**src/rtl/idma_error_policy_unit.sv**
```systemverilog
// Error policy unit: logs backend error responses and issues CONTINUE/ABORT decisions.
// Latency: decision valid one cycle after the error (auto) or the software decision is accepted.
// Backpressure: error responses stall while a decision is pending; the error log drops entries when full.
//
// Ports:
//   clk_i, rst_ni                 clock, asynchronous active-low reset
//   rsp_*                         1D response stream from the backend error handler
//   eh_o / eh_valid_o / eh_ready_i   decision stream back to the error handler (1 = ABORT)
//   auto_i, abort_on_err_i        automatic policy select and its decision value
//   sw_eh_*                       software decision handshake
//   err_*                         error-log FIFO head and pop, sticky overflow flag
//   clear_i                       synchronous clear of counters and overflow flag
//   num_done_o, num_err_o, busy_o status

// Generic registered FIFO: push visible at the head one cycle later.
// Latency: one cycle push-to-head.
// Backpressure: none internally; caller decides what to do when full (push while full is ignored unless popping).
module idma_epu_fifo #(
    parameter int unsigned Width = 8,
    parameter int unsigned Depth = 4
) (
    input  logic             clk_i,
    input  logic             rst_ni,
    input  logic             push_vld,
    input  logic [Width-1:0] push_dat,
    input  logic             pop_rdy,
    output logic             head_vld,
    output logic [Width-1:0] head_dat,
    output logic             full
);
    localparam int unsigned PtrW = $clog2(Depth);
    localparam logic [PtrW:0] CntFull = (PtrW+1)'(Depth);

    logic [Width-1:0] mem [Depth];
    logic [PtrW-1:0]  wr_ptr_q, rd_ptr_q;
    logic [PtrW:0]    cnt_q;
    logic             do_push, do_pop;

    assign full     = (cnt_q == CntFull);
    assign head_vld = (cnt_q != '0);
    // Data is gated so the head reads as zero while empty (including after reset).
    assign head_dat = head_vld ? mem[rd_ptr_q] : '0;

    assign do_pop  = pop_rdy & head_vld;
    // A pop in the same cycle frees the slot the push needs.
    assign do_push = push_vld & (~full | do_pop);

    always_ff @(posedge clk_i or negedge rst_ni) begin
        if (!rst_ni) begin
            wr_ptr_q <= '0;
            rd_ptr_q <= '0;
            cnt_q    <= '0;
        end else begin
            if (do_push) wr_ptr_q <= wr_ptr_q + 1'b1;
            if (do_pop)  rd_ptr_q <= rd_ptr_q + 1'b1;
            if (do_push && !do_pop)      cnt_q <= cnt_q + 1'b1;
            else if (do_pop && !do_push) cnt_q <= cnt_q - 1'b1;
        end
    end

    always_ff @(posedge clk_i) begin
        if (do_push) mem[wr_ptr_q] <= push_dat;
    end
endmodule

module idma_error_policy_unit #(
    parameter int unsigned AddrWidth    = 64,
    parameter int unsigned CntWidth     = 32,
    parameter int unsigned ErrFifoDepth = 4
) (
    input  logic                 clk_i,
    input  logic                 rst_ni,
    input  logic                 rsp_valid_i,
    output logic                 rsp_ready_o,
    input  logic                 rsp_error_i,
    input  logic                 rsp_last_i,
    input  logic [1:0]           rsp_cause_i,
    input  logic [1:0]           rsp_err_type_i,
    input  logic [AddrWidth-1:0] rsp_addr_i,
    output logic                 eh_o,
    output logic                 eh_valid_o,
    input  logic                 eh_ready_i,
    input  logic                 auto_i,
    input  logic                 abort_on_err_i,
    input  logic                 sw_eh_i,
    input  logic                 sw_eh_valid_i,
    output logic                 sw_eh_ready_o,
    output logic                 err_valid_o,
    input  logic                 err_ready_i,
    output logic [1:0]           err_cause_o,
    output logic [1:0]           err_type_o,
    output logic [AddrWidth-1:0] err_addr_o,
    output logic                 err_overflow_o,
    input  logic                 clear_i,
    output logic [CntWidth-1:0]  num_done_o,
    output logic [CntWidth-1:0]  num_err_o,
    output logic                 busy_o
);
    localparam logic [1:0] StIdle   = 2'd0;
    localparam logic [1:0] StDecide = 2'd1;
    localparam logic [1:0] StIssue  = 2'd2;

    localparam int unsigned EntryW = 4 + AddrWidth;

    logic [1:0]          state_q, state_d;
    logic                eh_q, eh_d;
    logic [CntWidth-1:0] num_done_q, num_err_q;
    logic                overflow_q;

    logic              rsp_hs, err_acc, done_acc;
    logic              fifo_full, fifo_drop;
    logic [EntryW-1:0] fifo_head;

    // While a decision is outstanding only error responses are held back;
    // clean completions keep flowing so the pipeline behind us does not stall.
    assign rsp_ready_o = (state_q == StIdle) ? 1'b1 : ~rsp_error_i;
    assign rsp_hs      = rsp_valid_i & rsp_ready_o;
    assign err_acc     = rsp_hs & rsp_error_i;
    assign done_acc    = rsp_hs & ~rsp_error_i & rsp_last_i;

    assign sw_eh_ready_o = (state_q == StDecide);
    assign eh_valid_o    = (state_q == StIssue);
    assign eh_o          = (state_q == StIssue) & eh_q;
    assign busy_o        = (state_q != StIdle);

    always_comb begin
        state_d = state_q;
        eh_d    = eh_q;
        case (state_q)
            StIdle: begin
                if (err_acc) begin
                    if (auto_i) begin
                        state_d = StIssue;
                        eh_d    = abort_on_err_i;
                    end else begin
                        state_d = StDecide;
                    end
                end
            end
            StDecide: begin
                if (sw_eh_valid_i) begin
                    state_d = StIssue;
                    eh_d    = sw_eh_i;
                end
            end
            StIssue: begin
                if (eh_ready_i) state_d = StIdle;
            end
            default: state_d = StIdle;
        endcase
    end

    always_ff @(posedge clk_i or negedge rst_ni) begin
        if (!rst_ni) begin
            state_q <= StIdle;
            eh_q    <= 1'b0;
        end else begin
            state_q <= state_d;
            eh_q    <= eh_d;
        end
    end

    idma_epu_fifo #(
        .Width (EntryW),
        .Depth (ErrFifoDepth)
    ) i_err_fifo (
        .clk_i    (clk_i),
        .rst_ni   (rst_ni),
        .push_vld (err_acc),
        .push_dat ({rsp_cause_i, rsp_err_type_i, rsp_addr_i}),
        .pop_rdy  (err_ready_i),
        .head_vld (err_valid_o),
        .head_dat (fifo_head),
        .full     (fifo_full)
    );

    assign err_cause_o = fifo_head[EntryW-1 -: 2];
    assign err_type_o  = fifo_head[AddrWidth +: 2];
    assign err_addr_o  = fifo_head[AddrWidth-1:0];

    // Dropped only when full and not popping in the same cycle.
    assign fifo_drop = err_acc & fifo_full & ~err_ready_i;

    // clear_i wins over any same-cycle increment.
    always_ff @(posedge clk_i or negedge rst_ni) begin
        if (!rst_ni) begin
            num_done_q <= '0;
            num_err_q  <= '0;
            overflow_q <= 1'b0;
        end else if (clear_i) begin
            num_done_q <= '0;
            num_err_q  <= '0;
            overflow_q <= 1'b0;
        end else begin
            if (done_acc) num_done_q <= num_done_q + 1'b1;
            if (err_acc && (num_err_q != '1)) num_err_q <= num_err_q + 1'b1;
            if (fifo_drop) overflow_q <= 1'b1;
        end
    end

    assign num_done_o     = num_done_q;
    assign num_err_o      = num_err_q;
    assign err_overflow_o = overflow_q;
endmodule

```
**config.mk**
```make
export PLATFORM = sky130hd
export DESIGN_NAME = idma_error_policy_unit
export DESIGN_NICKNAME = d
export VERILOG_FILES = /design/src/rtl/idma_error_policy_unit.sv
export SDC_FILE = /design/constraint.sdc
export NUM_CORES = 1
export LEC_CHECK = 0
export CAP_MARGIN = 25
export CORE_ASPECT_RATIO = 0.6
export CORE_MARGIN = 2
export CORE_UTILIZATION = 50
export CTS_CLUSTER_DIAMETER = 50
export DETAILED_ROUTE_END_ITERATION = 12
export PLACE_DENSITY = 0.75
export SLEW_MARGIN = 10
export SYNTH_ARGS = -nofsm -noshare
export SYNTH_HDL_FRONTEND = slang
export SYNTH_SLANG_ARGS = --single-unit
export TNS_END_PERCENT = 50
```
**constraint.sdc**
```tcl
create_clock -name clk_i -period 3.4 [get_ports clk_i]
set_input_delay 0.68 -clock clk_i [delete_from_list [all_inputs] [get_ports clk_i]]
set_output_delay 0.68 -clock clk_i [all_outputs]
set_load 0.03 [all_outputs]
```
==> results.sh, run 1 <==
export IMPL_status="complete, no violations"
export IMPL_path_cells="buf_12 -> mux4_2 -> and2_1 -> clkdlybuf4s50_1"
export IMPL_cts_buffers=31
export IMPL_grt_util_all_layers_pct=20.58
export IMPL_ant_nets=0
export IMPL_async_reset_ff_share_pct=21.61
export IMPL_cp_top_family="buffers and inverters"
export IMPL_dpl_hpwl_mm=19.56
export IMPL_grt_pass1_wl_mm=48.27
export IMPL_rows=48
export IMPL_rsz0062_at_grt="no"
export IMPL_grt_overflow_total=0
export IMPL_cp_num_buf_inv=2
export IMPL_critPathLaunchType="register"
export IMPL_path_clk_slew_ns=0.07
export IMPL_synth_seq_cells=347
export IMPL_met2_usage_pct=32.92
export IMPL_cts_tree="done"
export IMPL_report_final_slew_viol_count=0
export IMPL_synth_cell_types=52
export IMPL_synth_edf_count=272
export IMPL_grtUsageMet3_pct=4.337
export IMPL_arrival_ns=2.63
export IMPL_cp_required_ns=2.72
export IMPL_post_synth_top_area_fraction_pct=56.86
export IMPL_vias=8376
export IMPL_drive_gt1_share_pct=14.85
export IMPL_endpoint_kind="output pin"
export IMPL_syn_nets=959
export IMPL_yosys_area_top_type="edfxtp_1"
export IMPL_synth_most_common_cell="edfxtp_1"
export IMPL_synthMuxAreaShare_pct=11.29
export IMPL_drtPass1Iterations=4
export IMPL_r2r_end="num_err_o[19]"
export IMPL_pin_count=219
export IMPL_synth_compound_area_share_pct=2.683
export IMPL_syn_inst=871
export IMPL_synth_top_family_by_area="simple AND/OR/NAND/NOR gates"
export IMPL_top_usage_layer="met2"
export IMPL_hold_viol=0
export IMPL_critPathCapture="err_addr_o[5]"
export IMPL_finish_net_count=1195
export IMPL_wl_per_cell_microns=20.32
export IMPL_grt_max_degree=69
export IMPL_cts_num_sinks=347
export IMPL_tightest_slew_ns=0.8689
export IMPL_fmax_mhz=301.8
export IMPL_design_area_sq_um=18360
export IMPL_cp_max_fo=24
export IMPL_via_per_inst=5.558
export IMPL_place_area_sq_um=17180
export IMPL_cpPeakStageDelay_ns=0.60
export IMPL_area_growth_pct=27.80
export IMPL_start_util_pct=50.35
export IMPL_hold_buffers=0
export IMPL_yosys_most_used_dff="edfxtp_1"
export IMPL_maxSlewHeadroom_pct=42.08
export IMPL_fin_skew_ns=0.01355
export IMPL_cp_slowest_cell="clkdlybuf4s50_1"
export IMPL_synthXorXnorAreaFrac_pct=1.768
export IMPL_worstReg2RegStart="num_err_o[0]"
export IMPL_wl_mm=30.62
export IMPL_grt_pass1_vias=8473
export IMPL_netlist_area_sq_um=14360
export IMPL_finalSetupViolCount=0
export IMPL_coreArea_sq_um=28530
export IMPL_post_route_min_period_ns=3.314
export IMPL_cts_htree_levels=1
export IMPL_crit_start="i_err_fifo.rd_ptr_q[0]"
export IMPL_worst_path_stages=4
export IMPL_r2r_cells=7
export IMPL_drc=0
export IMPL_max_cap_viol_count=0
export IMPL_place_gp_congestion=0.7703
export IMPL_synth_simple_area_share_pct=12.09
export IMPL_leakage_nw=6.374
export IMPL_setup_tns_final_ns=0
export IMPL_antenna_found_initial=1
export IMPL_synth_area_leaders="edfxtp_1 57%, dfrtp_1 13%, mux4_2 11%, and2_1 3.3%, nand2_1 1.1%"
export IMPL_numPortBuffers=218
export IMPL_vdd_drop_max_mv=0.5263
export IMPL_ys_seq_area_share_pct=69.93
export IMPL_p_per_area_nw_per_um2=754.2
export IMPL_avgSynthCellArea_sq_um=16.49
export IMPL_period_share_pct=97.46
export IMPL_die_y_microns=135.3
export IMPL_cts_root_buffer="clkbuf_16"
export IMPL_dieArea_sq_um=30140
export IMPL_synth_warning_count=0
export IMPL_synth_top_cells_by_count="272 x edfxtp_1, 75 x and2_1, 75 x dfrtp_1, 68 x mux4_2, 42 x nand2_1"
export IMPL_hp_class="in -> async"
export IMPL_synth_fa_ha_area_share_pct=0.7491
export IMPL_drt_initial_drc_count=683
export IMPL_critPathKind="reg -> out"
export IMPL_use_met1_pct=29.42
export IMPL_die_w_microns=222.8
export IMPL_clk_latency_ns=0.56
export IMPL_cts_buffer_depth=3
export IMPL_rrSetupSlack_ns=0.93
==> worst reg2reg max path, cell delays in order (launching register included) <==
cell     delay, ns
dfrtp_1       0.43
ha_1          0.24
nand4_1       0.22
or2_2         0.44
nor4b_4       0.40
buf_4         0.28
nor4b_1       0.07
mux2_2        0.27
==> logic make-up after synthesis <==
logic type               count (synthesis)
AND/OR/NAND/NOR                        293
flip-flops                             347
buffers and inverters                   51
AO/OA/AOI/OAI                           67
XOR/XNOR                                29
adder cells (fa/ha/maj)                  8
multiplexers                            76
==> sequential cells by signal, indices dropped and copies added (netlist names) <==
register             count
state_q                  2
eh_q                     1
num_err_o               32
i_err_fifo.mem         272
i_err_fifo.rd_ptr_q      2
i_err_fifo.cnt_q         3
num_done_o              32
err_overflow_o           1
i_err_fifo.wr_ptr_q      2
==> routing by layer <==
layer  part of all wire (%)  up-vias
met5                      0        -
met4                    2.1        0
met3                    5.3       38
met2                     48      184
met1                     44     4293
li1                       -     3861
==> metrics by stage <==
step | hold slack, ns | total power (W) | utilization [%] | setup WS [ns] | instances
after floorplan | 0.3844 | 0.008161 | - | 0.05263 | 871
after global placement | 0.4729 | 0.01003 | 60.23 | 0.1200 | 1447
after detailed placement | 0.4816 | 0.01007 | 60.23 | 0.1885 | 1447
after CTS | 0.2333 | 0.01401 | 64.27 | 0.02938 | 1506
after global routing | 0.2557 | 0.01437 | 64.35 | 0.001434 | 1507
final | 0.1992 | 0.01384 | 64.35 | 0.08633 | 1507
==> area by class of cell <==
type / instances / area [sq um]
clock buffers: 34 / 787.0
clock inverters: 23 / 345.3
inverters: 12 / 45.04
fillers: 1983 / 10170
diodes: 1 / 2.502
repair buffers: 242 / 2537
well taps: 375 / 469.2
flip-flops and latches: 347 / 10050
multi-input cells: 473 / 4120
==> what timing repair did <==
| item | in CTS | in global routing |
|---|---|---|
| setup endpoints to repair | 67 | 8 |
| gates resized for setup | 1 | 8 |
| setup buffers | 2 | 0 |
==> worst min path at each step <==
stage / from / endpoint / slack [ns] / cells after the start
4_1_cts: rst_ni / num_err_o[15] / 0.23 / 1
3_5_place_dp: eh_q / eh_q / 0.48 / 2
5_1_grt: rst_ni / num_err_o[27] / 0.26 / 1
3_3_place_gp: eh_q / eh_q / 0.47 / 2
6_report: rst_ni / num_err_o[27] / 0.20 / 1
2_1_floorplan: rst_ni / eh_q / 0.38 / 0
==> placed cells by master, fill, tap and decap left out, types with 9 or more instances in the layout <==
master and n:
nand3_1 21, inv_1 12, nand2_1 42, and2_1 71
clkdlybuf4s50_1 208, buf_12 13, dfrtp_1 73, nand4_1 17
xor2_1 15, buf_4 12, o21ai_0 24, clkbuf_16 31
nor2_1 40, edfxtp_1 272, mux4_2 68, a21oi_1 25
or3_1 18, xnor2_1 14, or4_1 19, bufinv_16 9
o31ai_1 11, and3_1 9, nor2b_1 11
==> power by group <==
part	internal, W	switching, W	total, W	leakage, nW
clock	0.00235	0.00153	0.00388	0.543
combinational	0.00230	0.00260	0.00489	2.34
sequential	0.00492	0.000153	0.00507	3.49
total	0.00957	0.00428	0.0138	6.37
Note: power is estimated with default switching activity, not from simulation.
==> run 2: changes to the inputs <==
--- a/config.mk
+++ b/config.mk
@@ -6,7 +6,6 @@
 export NUM_CORES = 1
 export LEC_CHECK = 0
 export CAP_MARGIN = 25
-export CORE_ASPECT_RATIO = 0.6
 export CORE_MARGIN = 2
 export CORE_UTILIZATION = 50
 export CTS_CLUSTER_DIAMETER = 50
==> run 2 against run 1 <==
Compared with the run above: routed wire length fell by 1.0%; register-to-register slack gained 0.15 ns; sequential share of layout area decreased by 0.41 points; critical path depth stayed put; total power barely moved; non-clock buffer count up 5; final area up 0.76%; highest routed layer unchanged; clock-buffer cell count grew 17; clock power about the same; first-iteration DRC count shrank 14%; global-route usage fell by 0.43 points.
==> results.sh, run 2 (synthesized netlist as in run 1, its figures left out) <==
export IMPL_finish_net_count=1207
export IMPL_area_growth_pct=28.76
export IMPL_leakage_nw=6.395
export IMPL_layout_common_cells="272 x edfxtp_1, 211 x clkdlybuf4s50_1, 73 x dfrtp_1, 71 x and2_1, 68 x mux4_2"
export IMPL_path_cells="buf_4 -> mux4_2 -> and2_1 -> clkdlybuf4s50_1"
export IMPL_cts_root_buffer="clkbuf_16"
export IMPL_grt_max_degree=60
export IMPL_cpPeakStageDelay_ns=0.61
export IMPL_cp_max_fo=9
export IMPL_critPathLaunchType="register"
export IMPL_max_cap_viol_count=0
export IMPL_grt_util_all_layers_pct=20.16
export IMPL_maxSlewHeadroom_pct=34.78
export IMPL_pin_count=219
export IMPL_cts_buffer_depth=3
export IMPL_dpl_hpwl_mm=19.53
export IMPL_start_util_pct=50.45
export IMPL_final_common_cell="edfxtp_1"
export IMPL_wl_mm=30.31
export IMPL_p_per_area_nw_per_um2=749.2
export IMPL_r2r_cells=6
export IMPL_drtPass1Iterations=5
export IMPL_largest_reg_flops=272
export IMPL_numPortBuffers=218
export IMPL_cts_tree="done"
export IMPL_rows=62
export IMPL_place_ws_ns=0.4106
export IMPL_wl_per_cell_microns=19.77
export IMPL_crit_start="i_err_fifo.rd_ptr_q[0]"
export IMPL_tightest_slew_ns=0.9783
export IMPL_setup_tns_final_ns=0
export IMPL_cts_num_sinks=347
export IMPL_worst_hold_slack_ns=0.2020
export IMPL_clk_latency_ns=0.52
export IMPL_cts_buffers=38
export IMPL_grt_overflow_total=0
export IMPL_antenna_found_initial=2
export IMPL_place_gp_congestion=0.8243
export IMPL_fin_skew_ns=0.01729
export IMPL_critPathKind="reg -> out"
export IMPL_rrSetupSlack_ns=1.08
export IMPL_drc=0
export IMPL_status="complete, no violations"
export IMPL_worstReg2RegStart="num_err_o[0]"
export IMPL_period_share_pct=97.35
export IMPL_r2r_end="num_err_o[21]"
export IMPL_endpoint_kind="output pin"
export IMPL_hold_viol=0
export IMPL_drive_gt1_share_pct=15.61
export IMPL_post_route_min_period_ns=3.310
export IMPL_dieArea_sq_um=30100
export IMPL_drt_initial_drc_count=588
export IMPL_report_final_slew_viol_count=0
export IMPL_worst_path_stages=4
export IMPL_top_register="i_err_fifo.mem"
export IMPL_cp_num_buf_inv=2
export IMPL_die_y_microns=173.5
export IMPL_vias=8461
export IMPL_final_util_pct=64.96
export IMPL_die_w_microns=173.5
export IMPL_finalWorstSetupSlack_ns=0.09006
export IMPL_grt_pass1_vias=8577
export IMPL_path_clk_slew_ns=0.06
export IMPL_arrival_ns=2.63
export IMPL_coreArea_sq_um=28470
export IMPL_n_fill_cell=1984
export IMPL_finalSetupViolCount=0
export IMPL_critPathCapture="err_addr_o[0]"
export IMPL_hp_class="in -> async"
export IMPL_ant_nets=0
export IMPL_cp_top_family="buffers and inverters"
export IMPL_cp_slowest_cell="clkdlybuf4s50_1"
export IMPL_cts_htree_levels=2
export IMPL_grt_pass1_wl_mm=47.55
export IMPL_vdd_drop_max_mv=0.5888
export IMPL_cp_required_ns=2.72
export IMPL_via_per_inst=5.519
export IMPL_fmax_mhz=302.1
export IMPL_rsz0062_at_grt="no"
## run 2: worst register-to-register path, cell delays in order (launching register included)
cell,delay (ns)
dfrtp_1,0.43
ha_1,0.23
nand4_1,0.21
or2_2,0.42
nor4_4,0.46
nor3_1,0.13
mux2_4,0.31
## run 2: metal layers
| metal | share of wire (%) | GRT usage [%] | wire length [microns] |
|---|---|---|---|
| met1 | 43 | 27.83 | 12940 |
| met2 | 50 | 33.25 | 15300 |
| met3 | 4.6 | 3.268 | 1382 |
| met4 | 2.3 | 6.427 | 683 |
| met5 | 0 | 0 | 0 |
## run 2: layout make-up
cell class              count  area, sq um  area share [%]
clock inverters            17        151.4          0.8186
clock buffers              51         1041           5.628
repair buffers            247         2603           14.07
diodes                      2        5.005         0.02706
well taps                 384        480.5           2.598
multi-input cells         473         4120           22.28
flip-flops and latches    347        10050           54.34
inverters                  12        45.04          0.2435
## run 2: worst min-delay path by stage
stage	endpoint	from	slack, ns
2_1_floorplan	eh_q	rst_ni	0.38
4_1_cts	num_err_o[17]	rst_ni	0.22
5_1_grt	i_err_fifo.cnt_q[2]	rst_ni	0.25
3_5_place_dp	eh_q	eh_q	0.48
3_3_place_gp	eh_q	eh_q	0.46
6_report	num_err_o[17]	rst_ni	0.20
## run 2: timing repair
action | in CTS | in global routing
resized for setup | 1 | 5
endpoints found under the setup margin | 10 | 8
buffers inserted | 1 | 1
hold buffers | 0 | 0
## run 2: where the power goes
group / switching (W) / internal (W) / total [W] / leakage, nW
sequential: 0.000135 / 0.00492 / 0.00506 / 3.49
combinational: 0.00261 / 0.00234 / 0.00494 / 2.35
clock: 0.00161 / 0.00225 / 0.00386 / 0.562
## run 2: through the flow
step | std cells | total power, W | instance area (sq um)
CTS | 1530 | 0.01401 | 18470
global placement | 1461 | 0.01008 | 17270
global route | 1533 | 0.01444 | 18500
finish | 1533 | 0.01386 | 18500
floorplan | 871 | 0.008161 | 14360
detailed placement | 1461 | 0.01013 | 17270
==> run 3: changes to the inputs <==
--- a/config.mk
+++ b/config.mk
@@ -11,7 +11,8 @@
 export CTS_CLUSTER_DIAMETER = 50
 export DETAILED_ROUTE_END_ITERATION = 12
 export PLACE_DENSITY = 0.75
-export SLEW_MARGIN = 10
+export REMOVE_ABC_BUFFERS = 1
+export SLEW_MARGIN = 25
 export SYNTH_ARGS = -nofsm -noshare
 export SYNTH_HDL_FRONTEND = slang
 export SYNTH_SLANG_ARGS = --single-unit
==> run 3 against run 2 <==
Compared with the run above: non-clock buffer count fell by 2; clock skew rose by 0.0026 ns; sequential share of layout area is 0.20 points higher; first-iteration DRC count down 1.9%; worst setup slack better by 0.035 ns; routed wire length shrank 2.4%; via count decreased by 0.92%; critical path type unchanged; critical endpoint is now err_addr_o[41]; largest power group unchanged.
==> results.sh, run 3 (synthesized netlist as in run 1, its figures left out) <==
export IMPL_status="complete, no violations"
export IMPL_grt_pass1_vias=8649
export IMPL_cts_num_sinks=347
export IMPL_grt_util_all_layers_pct=19.74
export IMPL_register_area_sq_um=10050
export IMPL_wl_per_cell_microns=19.30
export IMPL_drc=0
export IMPL_cp_required_ns=2.72
export IMPL_critPathLaunchType="register"
export IMPL_grt_overflow_total=0
export IMPL_hold_viol=0
export IMPL_hp_class="in -> async"
export IMPL_numPortBuffers=218
export IMPL_dpl_hpwl_mm=18.77
export IMPL_top_register="i_err_fifo.mem"
export IMPL_dieArea_sq_um=30100
export IMPL_path_cells="or3_2 -> buf_4 -> and2_1 -> clkdlybuf4s50_1"
export IMPL_cp_max_fo=71
export IMPL_critPathKind="reg -> out"
export IMPL_cpPeakStageDelay_ns=0.60
export IMPL_finalSetupViolCount=0
export IMPL_finish_net_count=1206
export IMPL_coreArea_sq_um=28470
export IMPL_via_per_inst=5.468
export IMPL_die_w_microns=173.5
export IMPL_cts_root_buffer="clkbuf_16"
export IMPL_start_util_pct=50.45
export IMPL_cts_tree="done"
export IMPL_wl_mm=29.59
export IMPL_worstReg2RegStart="i_err_fifo.cnt_q[0]"
export IMPL_postCtsSetupRepairBufs=0
export IMPL_area_growth_pct=28.29
export IMPL_fmax_mhz=305.4
export IMPL_cp_top_family="buffers and inverters"
export IMPL_maxSlewHeadroom_pct=53.18
export IMPL_leakage_nw=6.333
export IMPL_cts_buffer_depth=3
export IMPL_n_fill_cell=2008
export IMPL_cp_slowest_cell="clkdlybuf4s50_1"
export IMPL_cp_num_buf_inv=2
export IMPL_p_per_area_nw_per_um2=747.0
export IMPL_layout_common_cells="272 x edfxtp_1, 216 x clkdlybuf4s50_1, 73 x dfrtp_1, 71 x and2_1, 68 x mux4_2"
export IMPL_largest_reg_flops=272
export IMPL_clk_latency_ns=0.51
export IMPL_post_route_min_period_ns=3.275
export IMPL_vias=8383
export IMPL_multiInputGateArea_sq_um=4116
export IMPL_max_cap_viol_count=0
export IMPL_place_gp_congestion=0.7946
export IMPL_drive_gt1_share_pct=15.72
export IMPL_grt_pass1_wl_mm=47.10
export IMPL_period_share_pct=96.32
export IMPL_crit_start="i_err_fifo.cnt_q[0]"
export IMPL_drtPass1Iterations=4
export IMPL_pin_count=219
export IMPL_vdd_drop_max_mv=0.3699
export IMPL_grt_max_degree=76
export IMPL_fin_skew_ns=0.01991
export IMPL_tightest_slew_ns=0.7023
export IMPL_cts_buffers=39
export IMPL_hold_buffers=0
export IMPL_endpoint_kind="output pin"
export IMPL_worst_hold_slack_ns=0.3135
export IMPL_cts_htree_levels=2
export IMPL_die_y_microns=173.5
export IMPL_arrival_ns=2.59
export IMPL_report_final_slew_viol_count=0
export IMPL_rsz0062_at_grt="no"
export IMPL_rows=62
export IMPL_path_clk_slew_ns=0.06
export IMPL_drt_initial_drc_count=577
export IMPL_cts_resized=0
export IMPL_final_common_cell="edfxtp_1"
export IMPL_ant_nets=0
export IMPL_total_power_w=0.01377
export IMPL_antenna_found_initial=5
-- run 3: cell count changes in the layout (fill, tap and decap cells not counted), sizes merged --
cell and delta:
buf -2, bufinv +1, clkbuf -3, clkdlybuf4s50 +5, clkinv -1, clkinvlp -2
diode +2, dlymetal6s2s -5, inv +5
-- run 3: worst register-to-register path, cell delays in order (launching register included) --
cell     delay (ns)
dfrtp_1        0.43
or3_2          0.46
buf_4          0.32
nand2_1        0.21
ha_1           0.20
inv_1          0.06
fa_1           0.37
xor2_1         0.17
nor2_1         0.12
xor2_1         0.16
-- run 3: report_power, final --
group / internal, W / switching, W / leakage [nW]
sequential: 0.00492 / 0.000115 / 3.49
combinational: 0.00228 / 0.00256 / 2.27
clock: 0.00229 / 0.00160 / 0.578
total: 0.00949 / 0.00427 / 6.33
-- run 3: final timing paths --
check | to | slack (ns) | depth (start not counted)
worst max-delay path | err_addr_o[41] | 0.13 | 4
worst max register to register | i_err_fifo.cnt_q[2] | 0.85 | 9
min in group clk_i | i_err_fifo.cnt_q[2] | 0.49 | 1
worst min register to register | i_err_fifo.cnt_q[2] | 0.49 | 1
max in group asynchronous | i_err_fifo.rd_ptr_q[0] | 2.55 | 2
worst min-delay path | num_done_o[27] | 0.31 | 2
-- run 3: stage by stage --
step | area [sq um] | instances | TNS, ns | util (%) | setup slack (ns)
final | 18430 | 1533 | 0 | 64.73 | 0.1252
after CTS | 18410 | 1529 | 0 | 64.68 | 0.06739
after floorplan | 14190 | 832 | -76.08 | - | -0.9394
after detailed placement | 17220 | 1461 | 0 | 60.48 | 0.5523
after global placement | 17220 | 1461 | 0 | 60.47 | 0.5980
after global routing | 18420 | 1529 | 0 | 64.69 | 0.009447
-- run 3: cell type report --
class                      instances  area share [%]
timing repair buffer             245           13.74
clock buffer                      48           5.479
antenna                            4         0.05432
sequential                       347           54.54
clock inverter                    20           1.005
inverter                          12          0.2444
multi-input combinational        473           22.34
tap                              384           2.607
-- run 3: layer usage --
metal | global-route usage [%] | vias to the layer above | wire [microns]
met5 | 0 | - | 30
met4 | 3.955 | 4 | 349
met3 | 6.250 | 37 | 2436
met2 | 32.33 | 268 | 14210
met1 | 26.34 | 4195 | 12560
li1 | - | 3879 | -
